## config.mk

```make
export PLATFORM = sky130hd
export DESIGN_NAME = multicycle_controller_flat
export DESIGN_NICKNAME = d
export VERILOG_FILES = /design/src/rtl/multicycle_controller_if.sv /design/src/rtl/multicycle_controller.sv /design/src/flat_wrapper.sv
export SDC_FILE = /design/constraint.sdc
export NUM_CORES = 1
export LEC_CHECK = 0
export ABC_AREA = 1
export BUFFER_PORTS_ARGS = -buffer_cell sky130_fd_sc_hd__buf_4
export CAP_MARGIN = 25
export CORE_MARGIN = 2
export CORE_UTILIZATION = 45
export DETAILED_ROUTE_END_ITERATION = 8
export GPL_TIMING_DRIVEN = 0
export PLACE_DENSITY = 0.89
export SLEW_MARGIN = 10
export SYNTH_ARGS = -nofsm -noshare
export SYNTH_HDL_FRONTEND = slang
export SYNTH_SLANG_ARGS = --single-unit
```

## constraint.sdc

```tcl
create_clock -name clock -period 1.4 [get_ports clock]
set_input_delay 0.14 -clock clock [delete_from_list [all_inputs] [get_ports clock]]
set_output_delay 0.14 -clock clock [all_outputs]
set_load 0.01 [all_outputs]
```

## src/rtl/multicycle_controller_if.sv

```systemverilog
// Control/status bundle between the multicycle controller and its datapath.
// The master side is the controller; the slave side is the datapath.
interface multicycle_controller_if;
    logic [6:0] opcode;
    logic [2:0] funct3;
    logic       funct7b5;
    logic       zero;
    logic       mem_ready;

    logic       mem_read;
    logic       mem_write;
    logic       address_select;
    logic       IR_write;
    logic       PC_write;
    logic       reg_write;
    logic [1:0] ALU_A_select;
    logic [1:0] ALU_B_select;
    logic [1:0] result_select;
    logic [2:0] ALU_control;
    logic       illegal;

    modport master (
        input  opcode, funct3, funct7b5, zero, mem_ready,
        output mem_read, mem_write, address_select, IR_write, PC_write, reg_write,
               ALU_A_select, ALU_B_select, result_select, ALU_control, illegal
    );

    modport slave (
        output opcode, funct3, funct7b5, zero, mem_ready,
        input  mem_read, mem_write, address_select, IR_write, PC_write, reg_write,
               ALU_A_select, ALU_B_select, result_select, ALU_control, illegal
    );
endinterface

```

## src/rtl/multicycle_controller.sv

```systemverilog
// Multicycle RV32-subset control FSM: Moore outputs per state, with PC_write
// in FETCH/BRANCH depending combinationally on mem_ready/zero.
module multicycle_controller (
    input  logic                           clock,
    input  logic                           reset,
    multicycle_controller_if.master        bus
);
    typedef enum logic [3:0] {
        FETCH, DECODE, MEM_ADDR, MEM_READ, MEM_WB, MEM_WRITE,
        EXEC_R, EXEC_I, ALU_WB, BRANCH, JAL, TRAP
    } state_t;

    localparam logic [6:0] OP_LOAD   = 7'b0000011;
    localparam logic [6:0] OP_STORE  = 7'b0100011;
    localparam logic [6:0] OP_R      = 7'b0110011;
    localparam logic [6:0] OP_I      = 7'b0010011;
    localparam logic [6:0] OP_BRANCH = 7'b1100011;
    localparam logic [6:0] OP_JAL    = 7'b1101111;

    state_t state_q, state_d;

    logic       mem_read, mem_write, address_select;
    logic       ir_write, pc_write, reg_write, illegal;
    logic [1:0] alu_a_sel, alu_b_sel, result_sel;
    logic [2:0] alu_ctrl;
    logic       alu_f3_ok, br_f3_ok;

    function automatic logic [2:0] alu_decode(input logic [2:0] f3, input logic f7b5,
                                              input logic is_r);
        case (f3)
            3'b000:  alu_decode = (is_r && f7b5) ? 3'b001 : 3'b000;
            3'b010:  alu_decode = 3'b101;
            3'b110:  alu_decode = 3'b011;
            3'b111:  alu_decode = 3'b010;
            default: alu_decode = 3'b000;
        endcase
    endfunction

    assign alu_f3_ok = (bus.funct3 == 3'b000) || (bus.funct3 == 3'b010) ||
                       (bus.funct3 == 3'b110) || (bus.funct3 == 3'b111);
    assign br_f3_ok  = (bus.funct3 == 3'b000) || (bus.funct3 == 3'b001);

    always_ff @(posedge clock) begin
        if (reset) begin
            state_q <= FETCH;
        end else begin
            state_q <= state_d;
        end
    end

    always_comb begin
        state_d        = state_q;
        mem_read       = 1'b0;
        mem_write      = 1'b0;
        address_select = 1'b0;
        ir_write       = 1'b0;
        pc_write       = 1'b0;
        reg_write      = 1'b0;
        illegal        = 1'b0;
        alu_a_sel      = 2'b00;
        alu_b_sel      = 2'b00;
        result_sel     = 2'b00;
        alu_ctrl       = 3'b000;

        case (state_q)
            FETCH: begin
                mem_read   = 1'b1;
                alu_b_sel  = 2'b10;
                result_sel = 2'b10;
                if (bus.mem_ready) begin
                    ir_write = 1'b1;
                    pc_write = 1'b1;
                    state_d  = DECODE;
                end
            end
            DECODE: begin
                alu_a_sel = 2'b01;
                alu_b_sel = 2'b01;
                case (bus.opcode)
                    OP_LOAD, OP_STORE: state_d = MEM_ADDR;
                    OP_R:              state_d = alu_f3_ok ? EXEC_R : TRAP;
                    OP_I:              state_d = alu_f3_ok ? EXEC_I : TRAP;
                    OP_BRANCH:         state_d = br_f3_ok ? BRANCH : TRAP;
                    OP_JAL:            state_d = JAL;
                    default:           state_d = TRAP;
                endcase
            end
            MEM_ADDR: begin
                alu_a_sel = 2'b10;
                alu_b_sel = 2'b01;
                state_d   = bus.opcode[5] ? MEM_WRITE : MEM_READ;
            end
            MEM_READ: begin
                address_select = 1'b1;
                mem_read       = 1'b1;
                if (bus.mem_ready) state_d = MEM_WB;
            end
            MEM_WB: begin
                result_sel = 2'b01;
                reg_write  = 1'b1;
                state_d    = FETCH;
            end
            MEM_WRITE: begin
                address_select = 1'b1;
                mem_write      = 1'b1;
                if (bus.mem_ready) state_d = FETCH;
            end
            EXEC_R: begin
                alu_a_sel = 2'b10;
                alu_ctrl  = alu_decode(bus.funct3, bus.funct7b5, 1'b1);
                state_d   = ALU_WB;
            end
            EXEC_I: begin
                alu_a_sel = 2'b10;
                alu_b_sel = 2'b01;
                alu_ctrl  = alu_decode(bus.funct3, bus.funct7b5, 1'b0);
                state_d   = ALU_WB;
            end
            ALU_WB: begin
                reg_write = 1'b1;
                state_d   = FETCH;
            end
            BRANCH: begin
                alu_a_sel = 2'b10;
                alu_ctrl  = 3'b001;
                // funct3 000 is beq, 001 is bne; anything else trapped in DECODE
                pc_write  = bus.funct3[0] ? ~bus.zero : bus.zero;
                state_d   = FETCH;
            end
            JAL: begin
                alu_a_sel = 2'b01;
                alu_b_sel = 2'b10;
                pc_write  = 1'b1;
                state_d   = ALU_WB;
            end
            TRAP: begin
                illegal = 1'b1;
            end
            default: begin
                state_d = FETCH;
            end
        endcase
    end

    // Outputs are forced low for the whole reset cycle, whatever state we were in.
    assign bus.mem_read       = mem_read       & ~reset;
    assign bus.mem_write      = mem_write      & ~reset;
    assign bus.address_select = address_select & ~reset;
    assign bus.IR_write       = ir_write       & ~reset;
    assign bus.PC_write       = pc_write       & ~reset;
    assign bus.reg_write      = reg_write      & ~reset;
    assign bus.illegal        = illegal        & ~reset;
    assign bus.ALU_A_select   = reset ? 2'b00  : alu_a_sel;
    assign bus.ALU_B_select   = reset ? 2'b00  : alu_b_sel;
    assign bus.result_select  = reset ? 2'b00  : result_sel;
    assign bus.ALU_control    = reset ? 3'b000 : alu_ctrl;
endmodule
```

## src/flat_wrapper.sv

```systemverilog
// flat-port wrapper written by rule: the top's interface ports become plain ports
module multicycle_controller_flat 
  (clock, reset, bus_opcode, bus_funct3, bus_funct7b5, bus_zero, bus_mem_ready, bus_mem_read, bus_mem_write, bus_address_select, bus_IR_write, bus_PC_write, bus_reg_write, bus_ALU_A_select, bus_ALU_B_select, bus_result_select, bus_ALU_control, bus_illegal);
  multicycle_controller_if bus_i ();
  input  logic clock;
  input  logic reset;
  input wire logic [$bits(bus_i.opcode)-1:0] bus_opcode;
  input wire logic [$bits(bus_i.funct3)-1:0] bus_funct3;
  input wire logic [$bits(bus_i.funct7b5)-1:0] bus_funct7b5;
  input wire logic [$bits(bus_i.zero)-1:0] bus_zero;
  input wire logic [$bits(bus_i.mem_ready)-1:0] bus_mem_ready;
  output wire logic [$bits(bus_i.mem_read)-1:0] bus_mem_read;
  output wire logic [$bits(bus_i.mem_write)-1:0] bus_mem_write;
  output wire logic [$bits(bus_i.address_select)-1:0] bus_address_select;
  output wire logic [$bits(bus_i.IR_write)-1:0] bus_IR_write;
  output wire logic [$bits(bus_i.PC_write)-1:0] bus_PC_write;
  output wire logic [$bits(bus_i.reg_write)-1:0] bus_reg_write;
  output wire logic [$bits(bus_i.ALU_A_select)-1:0] bus_ALU_A_select;
  output wire logic [$bits(bus_i.ALU_B_select)-1:0] bus_ALU_B_select;
  output wire logic [$bits(bus_i.result_select)-1:0] bus_result_select;
  output wire logic [$bits(bus_i.ALU_control)-1:0] bus_ALU_control;
  output wire logic [$bits(bus_i.illegal)-1:0] bus_illegal;
  assign bus_i.opcode = bus_opcode;
  assign bus_i.funct3 = bus_funct3;
  assign bus_i.funct7b5 = bus_funct7b5;
  assign bus_i.zero = bus_zero;
  assign bus_i.mem_ready = bus_mem_ready;
  assign bus_mem_read = bus_i.mem_read;
  assign bus_mem_write = bus_i.mem_write;
  assign bus_address_select = bus_i.address_select;
  assign bus_IR_write = bus_i.IR_write;
  assign bus_PC_write = bus_i.PC_write;
  assign bus_reg_write = bus_i.reg_write;
  assign bus_ALU_A_select = bus_i.ALU_A_select;
  assign bus_ALU_B_select = bus_i.ALU_B_select;
  assign bus_result_select = bus_i.result_select;
  assign bus_ALU_control = bus_i.ALU_control;
  assign bus_illegal = bus_i.illegal;
  multicycle_controller u_core (.clock(clock), .reset(reset), .bus(bus_i));
endmodule
```

==> impl_metrics.csv, run 1 <==
group,metric,value,unit
run_status,status,"complete, but fails checks",
run_status,failed_checks,"setup timing",
detailed_routing,vias,1054,
setup_path,reg2reg_depth,9,
place,place_congestion,0.856,
synthesis,post-synth-top-count-cell,"nand2_1",
clocking,clk_latency,0.25,ns
layout,regMostFlops,"u_core.state_q",
place,dpl.hpwl,1580,um
synthesis,synth_cells,120,
timing,drv_slew,0,
clocking,clk_pin_slew_worst_paths,0.05,ns
die,start_util,48.3,%
layout,diodes,0,
synthesis,synth_edf_count,0,
synthesis,yosysSeqAreaShare,12.6,%
layout,area_growth_syn_to_layout,70.1,%
die,rows,13,
setup_path,critical_path_class,"flop to output port",
clocking,clk_path_buf_depth,2,
timing,tightestPinTransition,0.481,ns
setup_path,ff2ff_setup_slack,-0.01,ns
global_route,grt_usage,27.6,%
job,cap_viol_max_count,0,
die,die_height,41.6,um
detailed_routing,wirelength,2840,um
detailed_routing,post-route-drc-count,0,
detailed_routing,wl_per_cell,16.1,um
setup_path,cp-end-kind,"output port",
timing,tns,-1.55,ns
setup_path,critPathMaxFanout,3,
synthesis,synth_common_cells,"nand2_1, inv_1, nor2_1",
clocking,clock-sinks,4,
synthesis,synth-async-reset-ratio,0,%
setup_path,regToRegEndpoint,"u_core.state_q[1]",
global_route,antenna_found_initial,0,
clocking,cts_root_buf,"clkbuf_4",
power_and_ir_drop,switching_share,52.6,%
die,die_w,41.6,um
power_and_ir_drop,p_comb_share,72.6,%
synthesis,yosys_warnings,0,
global_route,grt_pass1_wl,3720,um
timing,setup_viol,15,
clocking,cts_tree,"done",
global_route,grt_max_degree,11,
timing,grt_setup_unrepaired,"yes",
power_and_ir_drop,pwr-share-seq,17.3,%
setup_path,r2r-start,"u_core.state_q[3]",
setup_path,worstPathRequired,1.26,ns
clocking,cts_hold_buf,0,
layout,fillCellCount,87,
power_and_ir_drop,switchingPower,896,uW
place,pre_cts_ws,-0.0668,ns
detailed_routing,initialDrtViolationCount,51,
die,dieArea,1730,sq um
die,pin_count,31,
timing,finalClockSkew,0.000623,ns
setup_path,worstPathArrival,1.49,ns
timing,slew_headroom,67.9,%
layout,drive_gt1_share,54.3,%
power_and_ir_drop,ir_drop,1.08,mV
timing,finalHoldViolations,0,
synthesis,ys_types,21,
synthesis,synth_area_leaders,"nand2_1, dfxtp_1, inv_1",
setup_path,startpoint_type,"flop",
synthesis,synth.net_count,135,
synthesis,syn_avg_cell_area,5.31,sq um
clocking,cts_made_buffers,3,
power_and_ir_drop,power.density,1570,nW/um^2
detailed_routing,vias_per_cell,5.95,
timing,min_period_over_period,116,%
timing,max_freq,0.615,GHz
worst_hold_path,worstHoldStart,"reset",
synthesis,synth_seq_cells,4,
worst_hold_path,hold_end,"u_core.state_q[2]",
timing,period_minus_slack,1.63,ns
power_and_ir_drop,intPower,806,uW
timing,fin_ws,-0.226,ns
power_and_ir_drop,p_clk_share,10.1,%
synthesis,synth-main-ff-cell,"dfxtp_1",
detailed_routing,firstDrtPassIters,6,
worst_hold_path,hold_path.class,"input pin to flop",
power_and_ir_drop,p_leak,0.596,nW
synthesis,synth_area,637,sq um
die,core_area,1320,sq um
synthesis,yosys.area.top_type,"nand2_1",
place,port_buffers,30,
detailed_routing,postRouteAntennaNets,0,
layout,top_regs,"u_core.state_q: 4 flops",
worst_hold_path,worstHoldPathCells,2,
layout,nets,179,
synthesis,synth_top_area_share,15.9,%
clocking,htreeDepth,1,
global_route,grt_pass1_vias,893,
global_route,grt-ovfl-total,0,
layout,largest_reg_flops,4,
power by group through the flow:
stage	clock network [mW]	logic, mW	registers (mW)
floorplan	0	0.648	0.202
global placement	0	0.914	0.208
detailed placement	0	0.942	0.211
CTS	0.154	1.07	0.229
global route	0.172	1.33	0.293
finish	0.173	1.24	0.294
routing by layer:
| metal | GRT usage [%] | wire (um) | vias up |
|---|---|---|---|
| met5 | 0 | 0 | - |
| met4 | 24.5 | 271 | 0 |
| met3 | 2.61 | 291 | 37 |
| met2 | 48.1 | 1320 | 115 |
| met1 | 28.8 | 962 | 443 |
| li1 | - | - | 459 |
stage by stage:
step	area (sq um)	hold WS [ns]	total power [mW]	std cells	util, %
CTS	985	0.0951	1.45	174	74.7
detailed placement	881	0.354	1.15	165	66.9
global route	1080	0.110	1.79	177	82.2
floorplan	637	0.202	0.850	120	-
finish	1080	0.0982	1.70	177	82.2
global placement	881	0.348	1.12	165	66.9
critical path, stage by stage (launching register included):
cell and delay, ns:
dfxtp_4 0.38, inv_2 0.04, nor2_2 0.16, inv_1 0.12, nor2_2 0.18, inv_1 0.07, nor2_1 0.14, buf_4 0.15
worst max-delay path by stage:
stage / end / depth (start not counted) / slack (ns) / from
detailed placement: bus_ALU_control[0] / 7 / -0.07 / u_core.state_q[2]
global placement: bus_ALU_control[0] / 7 / 0.01 / u_core.state_q[2]
floorplan: bus_PC_write / 6 / 0.10 / u_core.state_q[1]
CTS: bus_ALU_control[0] / 7 / -0.13 / u_core.state_q[2]
finish: bus_illegal / 7 / -0.23 / u_core.state_q[3]
global route: bus_illegal / 7 / -0.26 / u_core.state_q[3]
cell families (layout without fill, tap and decap cells):
logic type / after synthesis / in the layout / share of synthesized area (%)
AND/OR/NAND/NOR: 72 / 72 / 54.0
XOR/XNOR: 1 / 1 / 1.38
buffers and inverters: 28 / 70 / 17.7
flip-flops: 4 / 4 / 12.6
AO/OA/AOI/OAI: 15 / 15 / 14.3
final cells by class:
cell class	count	area, sq um	share of cell area, %
Multi-Input combinational cell	88	538	49.7
Buffer	1	3.75	0.346
Timing Repair Buffer	40	308	28.4
Sequential cell	4	95.1	8.78
Inverter	26	97.6	9.01
Clock buffer	3	22.5	2.08
Tap cell	15	18.8	1.73
placed cells by master (no fill, tap or decap):
cell and count:
nand4_1 1, nor3_2 1, a21oi_1 6, a31oi_1 1
nor2_4 4, nand2_2 7, inv_2 10, nor3_1 2
buf_6 2, nor3_4 2, buf_4 38, inv_1 16
nor2_2 6, o21ai_1 2, xnor2_1 1, clkbuf_4 3
nand3_2 3, nand2_1 23, o31ai_2 2, nor2_1 15
dfxtp_4 4, a21oi_2 3, clkbuf_1 1, o31ai_4 1
nand3_1 6, nand2_4 2
what timing repair did:
action | 4_1_cts | 5_1_grt
endpoints found under the setup margin | 11 | 16
endpoints found under the hold margin | 0 | 0
buffers inserted | 6 | 4
resized for setup | 15 | 22
pin swaps | 5 | 4
Power figures use the tool's default switching activity.
==> inputs of run 2 (changes only) <==
==> constraint.sdc (replaced) <==
create_clock -name clock -period 1.4 [get_ports clock]
set_input_delay 0.35 -clock clock [delete_from_list [all_inputs] [get_ports clock]]
set_output_delay 0.35 -clock clock [all_outputs]
set_load 0.01 [all_outputs]
==> impl_metrics.csv, run 2 (synthesized netlist as in run 1, its figures left out) <==
group,metric,value,unit
timing,grt_setup_unrepaired,"yes",
die,core_area,1320,sq um
power_and_ir_drop,p_leak,0.638,nW
die,pin_count,31,
clocking,clk_pin_slew_worst_paths,0.04,ns
timing,period_minus_slack,1.87,ns
global_route,grt-ovfl-total,0,
detailed_routing,wirelength,3470,um
timing,setup_viol,20,
timing,fin_hold_ws,0.327,ns
detailed_routing,firstDrtPassIters,5,
setup_path,worstPathArrival,1.52,ns
power_and_ir_drop,switching_share,53.7,%
die,start_util,48.3,%
job,cap_viol_max_count,0,
layout,nets,184,
setup_path,critical_path_class,"flop to output port",
setup_path,r2r-start,"u_core.state_q[2]",
setup_path,max_stage_delay,0.36,ns
layout,regMostFlops,"u_core.state_q",
global_route,grt_pass1_wl,4600,um
layout,final_common_cell,"buf_4",
setup_path,cp_slowest_cell,"dfxtp_4",
power_and_ir_drop,ir_drop,0.930,mV
power_and_ir_drop,pwr-share-seq,16.3,%
die,die_height,41.6,um
layout,top_regs,"u_core.state_q: 4 flops",
layout,diodes,0,
clocking,clk_latency,0.24,ns
timing,slew_headroom,67.6,%
die,dieArea,1730,sq um
setup_path,path_depth,7,
timing,tightestPinTransition,0.485,ns
power_and_ir_drop,total_power,1.82,mW
timing,max_freq,0.535,GHz
detailed_routing,wl_per_cell,19.1,um
global_route,antenna_found_initial,0,
run_status,status,"complete, but fails checks",
layout,largest_reg_flops,4,
setup_path,reg2reg_depth,11,
worst_hold_path,worstHoldPathCells,2,
layout,drive_gt1_share,56.3,%
timing,finalClockSkew,0.0118,ns
timing,min_period_over_period,133,%
power_and_ir_drop,switchingPower,977,uW
setup_path,cp_common_cell,"buf_4",
setup_path,cp-endpoint,"bus_illegal",
clocking,clk_path_buf_depth,2,
die,die_w,41.6,um
setup_path,worstPathCellList,"buf_4, nor2_4, inv_2, nor2_2, inv_1, nor2_1, buf_4",
detailed_routing,vias_per_cell,6.32,
setup_path,worstPathRequired,1.05,ns
setup_path,startpoint_type,"flop",
timing,tns,-5.20,ns
detailed_routing,post-route-drc-count,0,
global_route,grt_max_degree,11,
run_status,failed_checks,"setup timing",
setup_path,crit_buf_inv,4,
setup_path,cp_top_family,"buffers and inverters",
power_and_ir_drop,intPower,843,uW
place,place_congestion,0.849,
place,port_buffers,30,
timing,drv_slew,0,
detailed_routing,vias,1151,
clocking,cts_hold_buf,0,
clocking,cts_root_buf,"clkbuf_4",
setup_path,ff2ff_setup_slack,-0.19,ns
setup_path,critPathMaxFanout,3,
detailed_routing,postRouteAntennaNets,0,
place,dpl.hpwl,1560,um
clocking,cts_made_buffers,3,
setup_path,setup.worst_path.start,"u_core.state_q[2]",
setup_path,cp-end-kind,"output port",
power_and_ir_drop,power.density,1560,nW/um^2
detailed_routing,initialDrtViolationCount,86,
layout,final_cell_mix,"buf_4, nand2_1, inv_1",
clocking,clock-sinks,4,
clocking,htreeDepth,1,
worst_hold_path,hold_path.class,"input pin to flop",
global_route,grt_pass1_vias,1079,
power_and_ir_drop,p_clk_share,8.0,%
die,rows,13,
layout,area_growth_syn_to_layout,83.1,%
timing,fin_ws,-0.469,ns
place,pre_cts_ws,-0.226,ns
timing,finalHoldViolations,0,
layout,final_core_util,88.5,%
power_and_ir_drop,p_comb_share,75.7,%
clocking,cts_tree,"done",
global_route,grt_usage,34.3,%
setup_path,regToRegEndpoint,"u_core.state_q[3]",
run 2: final cells by class:
type | count | area, sq um
well taps | 15 | 18.8
fillers | 54 | 151
plain buffers | 1 | 3.75
inverters | 26 | 103
repair buffers | 45 | 364
flip-flops and latches | 4 | 95.1
multi-input cells | 88 | 559
clock buffers | 3 | 22.5
run 2: worst min path at each step:
stage / end / startpoint
detailed placement: u_core.state_q[2] / u_core.state_q[2]
finish: u_core.state_q[2] / reset
global placement: u_core.state_q[2] / u_core.state_q[2]
CTS: u_core.state_q[2] / reset
floorplan: u_core.state_q[2] / reset
global route: u_core.state_q[2] / reset
run 2: routing by layer:
metal | track usage, % | part of all wire, % | up-vias
li1 | - | - | 467
met1 | 34.2 | 32 | 503
met2 | 60.3 | 44 | 133
met3 | 10.0 | 13 | 48
met4 | 23.2 | 10 | 0
met5 | 0 | 0 | -
run 2: per-stage QoR:
| stage | instance area (sq um) | std cells |
|---|---|---|
| after floorplan | 648 | 120 |
| after global placement | 892 | 165 |
| after detailed placement | 892 | 165 |
| after CTS | 1060 | 180 |
| after global routing | 1170 | 182 |
| final | 1170 | 182 |
run 2: power by group through the flow:
stage | logic, mW | clock network [mW] | registers, mW
6_report | 1.38 | 0.146 | 0.296
5_1_grt | 1.44 | 0.171 | 0.300
4_1_cts | 1.14 | 0.145 | 0.238
3_5_place_dp | 0.950 | 0 | 0.212
3_3_place_gp | 0.921 | 0 | 0.209
2_1_floorplan | 0.655 | 0 | 0.204
run 2: what timing repair did:
item / 4_1_cts / 5_1_grt
endpoints found under the hold margin: 0 / 0
setup buffers: 12 / 7
gates resized for setup: 24 / 21
pin swaps: 10 / 9
endpoints found under the setup margin: 16 / 20
